<file path="src/rtl/pc_fetch_sequencer.sv">
// Instruction fetch sequencer: issues one word fetch at a time, holds the returned
// instruction for decode, and follows jump-unit redirects with stale-response draining.
module pc_fetch_sequencer #(
    parameter logic [31:0] RESET_PC = 32'h0000_0000
) (
    input  logic        clock,
    input  logic        reset_n,
    input  logic        redirect_valid,
    input  logic [31:0] redirect_pc,
    output logic        imem_req_valid,
    input  logic        imem_req_ready,
    output logic [31:0] imem_req_addr,
    input  logic        imem_rsp_valid,
    input  logic [31:0] imem_rsp_data,
    output logic        inst_valid,
    input  logic        inst_ready,
    output logic [31:0] inst_data,
    output logic [31:0] inst_pc,
    output logic        fetch_fault
);

    typedef enum logic [2:0] {
        FETCH = 3'd0,
        WAIT  = 3'd1,
        HOLD  = 3'd2,
        DRAIN = 3'd3,
        FAULT = 3'd4
    } state_t;

    state_t      state_r;
    state_t      state_n;
    logic [31:0] pc_r;
    logic [31:0] pc_n;
    logic        fault_r;
    logic        fault_n;
    logic        req_valid_r;
    logic [31:0] req_addr_r;
    logic        inst_valid_r;
    logic [31:0] inst_data_r;
    logic [31:0] inst_pc_r;
    logic        accept_s;
    logic        latch_s;

    function automatic logic is_misaligned(input logic [1:0] low_bits);
        return (low_bits != 2'b00);
    endfunction

    // The request only counts as accepted once the registered valid is actually driven.
    assign accept_s = req_valid_r & imem_req_ready;

    // Next-state and next-pc selection; a redirect outranks every handshake.
    always_comb begin
        state_n = state_r;
        pc_n    = pc_r;
        fault_n = fault_r;
        latch_s = 1'b0;
        if (state_r == FAULT) begin
            state_n = FAULT;
        end else if (redirect_valid) begin
            if (is_misaligned(redirect_pc[1:0])) begin
                fault_n = 1'b1;
                state_n = FAULT;
            end else begin
                pc_n = redirect_pc;
                case (state_r)
                    FETCH:   state_n = accept_s ? DRAIN : FETCH;
                    WAIT:    state_n = imem_rsp_valid ? FETCH : DRAIN;
                    HOLD:    state_n = FETCH;
                    DRAIN:   state_n = imem_rsp_valid ? FETCH : DRAIN;
                    default: begin
                        state_n = FAULT;
                        fault_n = 1'b1;
                    end
                endcase
            end
        end else begin
            case (state_r)
                FETCH: begin
                    if (accept_s) begin
                        state_n = WAIT;
                    end else begin
                        state_n = FETCH;
                    end
                end
                WAIT: begin
                    if (imem_rsp_valid) begin
                        state_n = HOLD;
                        latch_s = 1'b1;
                    end else begin
                        state_n = WAIT;
                    end
                end
                HOLD: begin
                    if (inst_ready) begin
                        state_n = FETCH;
                        pc_n    = pc_r + 32'd4;
                    end else begin
                        state_n = HOLD;
                    end
                end
                DRAIN: begin
                    if (imem_rsp_valid) begin
                        state_n = FETCH;
                    end else begin
                        state_n = DRAIN;
                    end
                end
                default: begin
                    state_n = FAULT;
                    fault_n = 1'b1;
                end
            endcase
        end
    end

    // State, pc and registered outputs; valids are decoded from the next state.
    always_ff @(posedge clock or negedge reset_n) begin
        if (!reset_n) begin
            state_r      <= FETCH;
            pc_r         <= RESET_PC;
            fault_r      <= 1'b0;
            req_valid_r  <= 1'b0;
            req_addr_r   <= RESET_PC;
            inst_valid_r <= 1'b0;
            inst_data_r  <= 32'h0000_0000;
            inst_pc_r    <= 32'h0000_0000;
        end else begin
            state_r      <= state_n;
            pc_r         <= pc_n;
            fault_r      <= fault_n;
            req_valid_r  <= (state_n == FETCH);
            req_addr_r   <= pc_n;
            inst_valid_r <= (state_n == HOLD);
            if (latch_s) begin
                inst_data_r <= imem_rsp_data;
                inst_pc_r   <= pc_r;
            end else begin
                inst_data_r <= inst_data_r;
                inst_pc_r   <= inst_pc_r;
            end
        end
    end

    assign imem_req_valid = req_valid_r;
    assign imem_req_addr  = req_addr_r;
    assign inst_valid     = inst_valid_r;
    assign inst_data      = inst_data_r;
    assign inst_pc        = inst_pc_r;
    assign fetch_fault    = fault_r;

endmodule

</file>
<file path="config.mk">
export PLATFORM = sky130hd
export DESIGN_NAME = pc_fetch_sequencer
export DESIGN_NICKNAME = d
export VERILOG_FILES = /design/src/rtl/pc_fetch_sequencer.sv
export SDC_FILE = /design/constraint.sdc
export NUM_CORES = 1
export LEC_CHECK = 0
export CAP_MARGIN = 20
export CORE_MARGIN = 2
export CORE_UTILIZATION = 25
export CTS_BUF_LIST = sky130_fd_sc_hd__clkbuf_4 sky130_fd_sc_hd__clkbuf_8 sky130_fd_sc_hd__clkbuf_16
export CTS_CLUSTER_SIZE = 16
export DETAILED_ROUTE_END_ITERATION = 16
export PLACE_DENSITY = 0.57
export SETUP_SLACK_MARGIN = 0.2
export SLEW_MARGIN = 25
export SYNTH_ARGS = -nofsm -noshare
export SYNTH_HDL_FRONTEND = slang
export SYNTH_SLANG_ARGS = --single-unit
</file>
<file path="constraint.sdc">
create_clock -name clock -period 1.86 [get_ports clock]
set_input_delay 0.465 -clock clock [delete_from_list [all_inputs] [get_ports clock]]
set_output_delay 0.465 -clock clock [all_outputs]
set_load 0.01 [all_outputs]
</file>
# Word level (Yosys, flattened, before mapping)
# Cells that the tools add are included.
[totals]
out_inout_bits = 99
elab_cells = 45
ff_bits = 102
input_bits = 70
[classes]
eq_ne = 6
reduce_logical = 8
mux = 21
bitwise = 2
n_addsub = 1
[ops]
columns = ["cell", "n"]
rows = [
  ["32-bit 2-to-1 mux", 4],
  ["32-bit by 3-bit adder with 32-bit output, second input constant", 1],
  ["3-bit case mux with 4 select lines", 1],
  ["3-bit by 2-bit == test with 1-bit output, second input constant", 3],
  ["3-bit 2-to-1 mux", 3],
  ["3-bit case mux with 3 select lines", 1],
  ["1-bit 2-to-1 mux", 8],
  ["2-bit 2-to-1 mux", 4],
  ["3-bit zero test", 2],
  ["2-bit nonzero test", 3],
  ["4-bit AND reduction", 1],
  ["4-bit OR reduction", 1],
  ["3-bit by 1-bit == test with 1-bit output, second input constant", 1],
  ["3-bit == test, second input constant", 1],
  ["2-bit != test, second input constant", 1],
  ["2-bit OR reduction", 1],
  ["1-bit bitwise AND", 1],
  ["1-bit NOT", 1],
]

# Longest topological paths before layout
[logic_depth]
word_depth = 7
mapped_depth = 8
depth_no_buf = 6

# Least setup slack after synthesis
# OpenSTA, ideal clock, no wires.
[synth_path]
path_kind = "input -> register"
startpoint = "input port redirect_valid"
endpoint = "register req_addr_r[18] (netlist: imem_req_addr[18])"
setup_ns = 0.128
slack_ns = -0.083
n_path_buf = 2
arrival_ns = 1.815
required_time_ns = 1.732
path_stages = 7
path_cell_list = "buf_2 > nor4b_4 > o21a_4 > a21oi_1 > buf_6 > nor4b_2 > nor3_1"
[synth_via]
elab_chain_cells = 2
elab_cells_between_ends = 5
cone_classes = "eq/ne (1); mux (1); reduce/logical (3)"
[synth_lines]
columns = ["item", "line", "source"]
rows = [
  ["start, declared", "8", "input logic redirect_valid,"],
  ["2-bit != test (no line) or 2-bit nonzero test (tied branches)", "-", ""],
  ["4-bit AND reduction (no line)", "-", ""],
  ["end signal, assigned", "132", "req_addr_r <= pc_n;"],
  ["end, declared", "37", "logic [31:0] req_addr_r;"],
]
# Parallel ways exist; a longest one is shown, timed or not.
# A chain may end at the register's enable or synchronous reset.

==> flow_metrics.py <==
metrics = {
    "worst_setup_path": {
        "worst_path_largest_cell_delay_ps": 430,
        "crit_path_start_kind": "flop",
        "crit_path_end_kind": "flop",
        "cpMaxStageDelayCell": "sky130_fd_sc_hd__or3_4",
        "timing.reg2reg.setup_slack_ps": 100,
        "biggest_fanout_along_the_worst_timing_path": 5,
        "timing.critical_path.arrival_ps": 2050,
        "critical_path_required_ps": 2150,
        "crit_chain": "ha_4 -> nand4_1 -> or3_4 -> nor2_4 -> and3_4 -> o311a_1",
        "worst_setup_path_type": "reg2reg",
    },
    "route": {
        "wl_met1_microns": 6550,
        "met3_length_microns": 1010,
        "antenna_violating_nets_post_route": 0,
        "dr_wl_met2_microns": 7600,
        "detail_route.wirelength_microns": 15400,
        "avgViaCountPerCell": 4.88,
        "routed_wire_length_per_instance_microns": 17.4,
        "via_count": 4339,
        "drc_errors": 0,
        "top_signal_layer_used": "met4",
        "detailedRoute.firstIterationViolations": 233,
        "first_pass_iters": 4,
    },
    "die": {
        "die_area_sq_um": 20200,
        "core_area_sq_um": 18700,
        "fp.dieW_microns": 142,
        "die-height_microns": 142,
        "start_util_pct": 25.5,
        "rows": 50,
        "pin_count": 169,
    },
    "final_layout": {
        "instances_no_fill": 889,
        "post-route-cell-area_sq_um": 7880,
        "flow.area_growth_from_synthesis_pct": 65.3,
        "layout-drive-gt1-share_pct": 36.0,
        "fin_util_pct": 42.1,
        "num_antenna_cells": 0,
        "finish.net_count": 721,
    },
    "place": {
        "finalWeightedCongestion": 0.771,
        "hpwl_microns": 10500,
        "placed_cells": 835,
        "numPortBuffers": 168,
        "post_dp_cell_area_sq_um": 7090,
    },
    "clock_tree": {
        "clock_sink_count": 102,
        "cts_hold_repair.buffers": 0,
        "cts-buffers-inserted": 9,
        "clockRootBuffer": "sky130_fd_sc_hd__clkbuf_16",
        "worstSkewPairLatency_ps": 350,
        "ctsLongestPathBuffers": 2,
        "clkSlewWorstSetupHoldPaths_ps": 70,
        "cts_tree": "done",
        "h_tree_lvl_count": 3,
    },
    "sta": {
        "finalClockSkew_ps": 10.8,
        "finalCriticalPeriod_ps": 1760,
        "timing.final.setup_violations": 0,
        "maxSlewViolCount": 0,
        "hold_ws_ps": 90.7,
        "max_freq_mhz": 569,
        "hold_viol": 0,
        "period_share_pct": 94.5,
        "timing_worst_slew_pin_value_ps": 630,
        "rsz0062_at_grt": "true",
        "slew-limit-headroom_pct": 58.0,
    },
    "power_and_ir_drop": {
        "net-switching-power_w": 0.000986,
        "share_seq_of_total_power_pct": 46.4,
        "finalPower_w": 0.00484,
        "ir_worst_vdd_v": 0.000424,
        "p_per_area_nw_per_um2": 614,
        "power.share.clock_pct": 46.6,
        "power.leakage_nw": 3.99,
        "pwr-share-comb_pct": 7.0,
        "power_switching_share_pct": 20.4,
        "intPower_w": 0.00385,
    },
    "global_routing": {
        "grt_antenna_before_repair": 0,
        "grt_pass1_wl_microns": 24600,
        "grt_start_max_net_pins": 57,
        "global_route.usage.total_pct": 15.7,
        "grt-ovfl-total": 0,
        "first_global_vias": 4525,
    },
    "worst_hold_path": {
        "min-delay-path-class": "in2async",
    },
    "synthesis": {
        "count_of_flip_flops_with_a_built_in_enable_after_synthesis": 0,
        "ys.warnings.count": 0,
        "postSynth.topFlopCell": "sky130_fd_sc_hd__dfrtp_1",
        "postSynthAreaPerCell_sq_um": 11.6,
        "synth.cell_area_sq_um": 4770,
        "ys_seq_area_share_pct": 53.6,
        "distinct_cell_type_count_after_synthesis": 52,
        "async_reset_ff_share_pct": 100,
        "syn_nets": 482,
        "synth_seq_cells": 102,
        "synth_cells": 411,
    },
    "status": {
        "outcome": "completed",
    },
    "flow_run": {
        "cap_violations": 0,
    },
}
## cell usage after synthesis (2+ instances only)
master	number	area, sq um
sky130_fd_sc_hd__nor3_1	9	45.0
sky130_fd_sc_hd__and2_1	3	18.8
sky130_fd_sc_hd__o21ai_0	13	65.1
sky130_fd_sc_hd__a21oi_1	25	125
sky130_fd_sc_hd__and4_1	5	43.8
sky130_fd_sc_hd__nor3b_1	2	15.0
sky130_fd_sc_hd__nand2b_1	4	25.0
sky130_fd_sc_hd__or3_1	3	18.8
sky130_fd_sc_hd__a31oi_1	11	68.8
sky130_fd_sc_hd__inv_1	3	11.3
sky130_fd_sc_hd__mux2i_1	2	20.0
sky130_fd_sc_hd__nor2_2	2	12.5
sky130_fd_sc_hd__o221ai_1	2	17.5
sky130_fd_sc_hd__buf_2	12	60.1
sky130_fd_sc_hd__o21a_1	4	30.0
sky130_fd_sc_hd__nor2b_1	2	12.5
sky130_fd_sc_hd__nand2_1	14	52.6
sky130_fd_sc_hd__nor2_1	28	105
sky130_fd_sc_hd__nor4b_1	2	17.5
sky130_fd_sc_hd__and3_1	14	87.6
sky130_fd_sc_hd__mux2_2	63	709
sky130_fd_sc_hd__clkbuf_2	2	10.0
sky130_fd_sc_hd__a211oi_1	7	52.6
sky130_fd_sc_hd__o22ai_1	11	68.8
sky130_fd_sc_hd__buf_6	2	22.5
sky130_fd_sc_hd__o32ai_1	4	35.0
sky130_fd_sc_hd__clkbuf_1	8	30.0
sky130_fd_sc_hd__dfrtp_1	102	2550
sky130_fd_sc_hd__a311o_1	3	30.0
sky130_fd_sc_hd__buf_4	2	15.0
sky130_fd_sc_hd__nand3_1	10	50.1
sky130_fd_sc_hd__a21o_1	5	37.5
sky130_fd_sc_hd__o22a_1	2	17.5
sky130_fd_sc_hd__a311oi_1	2	17.5
sky130_fd_sc_hd__nand4_1	11	68.8
## what timing repair did
item | CTS | global route
resized for setup | 149 | 42
endpoints found under the setup margin | 140 | 47
pin swaps | 24 | 25
cloned | 3 | 1
setup buffers | 20 | 14
## routing by layer
layer  GRT usage, %  vias to the layer above
met3           4.58                       19
met1           19.1                     2120
met5              0                        -
met2           26.8                      165
li1               -                     2035
met4           4.89                        0
## cells in the final DEF (no fill, tap or decap), types with 4 or more instances in the layout
master                            instances
sky130_fd_sc_hd__dlygate4sd2_1           91
sky130_fd_sc_hd__dfrtp_1                 85
sky130_fd_sc_hd__buf_4                   67
sky130_fd_sc_hd__clkdlybuf4s50_1         64
sky130_fd_sc_hd__mux2_2                  63
sky130_fd_sc_hd__nor2_1                  24
sky130_fd_sc_hd__a21oi_1                 23
sky130_fd_sc_hd__dfrtp_2                 17
sky130_fd_sc_hd__buf_6                   12
sky130_fd_sc_hd__nand2_1                 11
sky130_fd_sc_hd__a31oi_1                 11
sky130_fd_sc_hd__and3_1                  11
sky130_fd_sc_hd__nand4_1                 11
sky130_fd_sc_hd__o22ai_1                 10
sky130_fd_sc_hd__clkbuf_16                9
sky130_fd_sc_hd__o21ai_0                  7
sky130_fd_sc_hd__a211oi_1                 7
sky130_fd_sc_hd__buf_12                   6
sky130_fd_sc_hd__nand3_1                  5
sky130_fd_sc_hd__a21o_1                   5
sky130_fd_sc_hd__nor2_4                   5
sky130_fd_sc_hd__nor3_1                   5
sky130_fd_sc_hd__o21ai_1                  5
sky130_fd_sc_hd__clkdlybuf4s15_1          5
sky130_fd_sc_hd__and4_1                   4
sky130_fd_sc_hd__nand3_2                  4
sky130_fd_sc_hd__o21a_1                   4
sky130_fd_sc_hd__o32ai_1                  4
sky130_fd_sc_hd__clkbuf_2                 4
## power groups by stage
stage | combinational, W | sequential, W | clock (W)
final | 0.000338 | 0.00225 | 0.00225
after detailed placement | 0.000336 | 0.00229 | 0
after global placement | 0.000331 | 0.00229 | 0
after CTS | 0.000340 | 0.00225 | 0.00235
after floorplan | 0.0000643 | 0.00229 | 0
after global routing | 0.000374 | 0.00225 | 0.00244
## metrics by stage
step | setup WS, ps | setup TNS, ps
4_1_cts | 102 | 0
6_report | 102 | 0
5_1_grt | -2.59 | -2.59
3_3_place_gp | -426 | -17900
3_5_place_dp | -455 | -21420
2_1_floorplan | 66.6 | 0
## layout make-up
class                   instances  area [sq um]
well taps                     234           293
inverters                       3          11.3
fillers                      1758         10800
repair buffers                252          2310
clock buffers                  13           268
clock inverters                 3          90.1
multi-input cells             282          2330
flip-flops and latches        102          2570
## worst paths after layout
| check | from | to | depth (start not counted) |
|---|---|---|---|
| worst max-delay path | imem_req_addr[2] | imem_req_addr[26] | 6 |
| worst min-delay path | reset_n | state_r[0] | 2 |
| worst max register to register | imem_req_addr[2] | imem_req_addr[26] | 6 |
| worst min register to register | fetch_fault | fetch_fault | 1 |
| max in group asynchronous | reset_n | imem_req_addr[2] | 2 |
| min in group clock | fetch_fault | fetch_fault | 1 |
## registers in the layout, indices dropped and copies added (netlist names)
signal,cells
inst_pc,32
inst_data,32
state_r,3
imem_req_valid,1
fetch_fault,1
imem_req_addr,32
inst_valid,1
## worst max-delay path: cells and delay by family (launching register included)
family	cells	cell delay [ps]
DFF	1	420
AOI/OAI and AO/OA	1	130
and+or+nand+nor	4	1000
adders and majority gates	1	140
## cell families (layout without fill, tap and decap cells)
kind of cell	after synthesis	count (layout)	share of synthesized area (%)
muxes	65	65	15.3
DFF	102	102	53.6
AOI/OAI and AO/OA	97	100	13.7
adders and majority gates	1	1	0.262
and+or+nand+nor	116	116	14.0
buffers and inverters	30	271	3.20
Note: power is estimated with default switching activity, not from simulation.
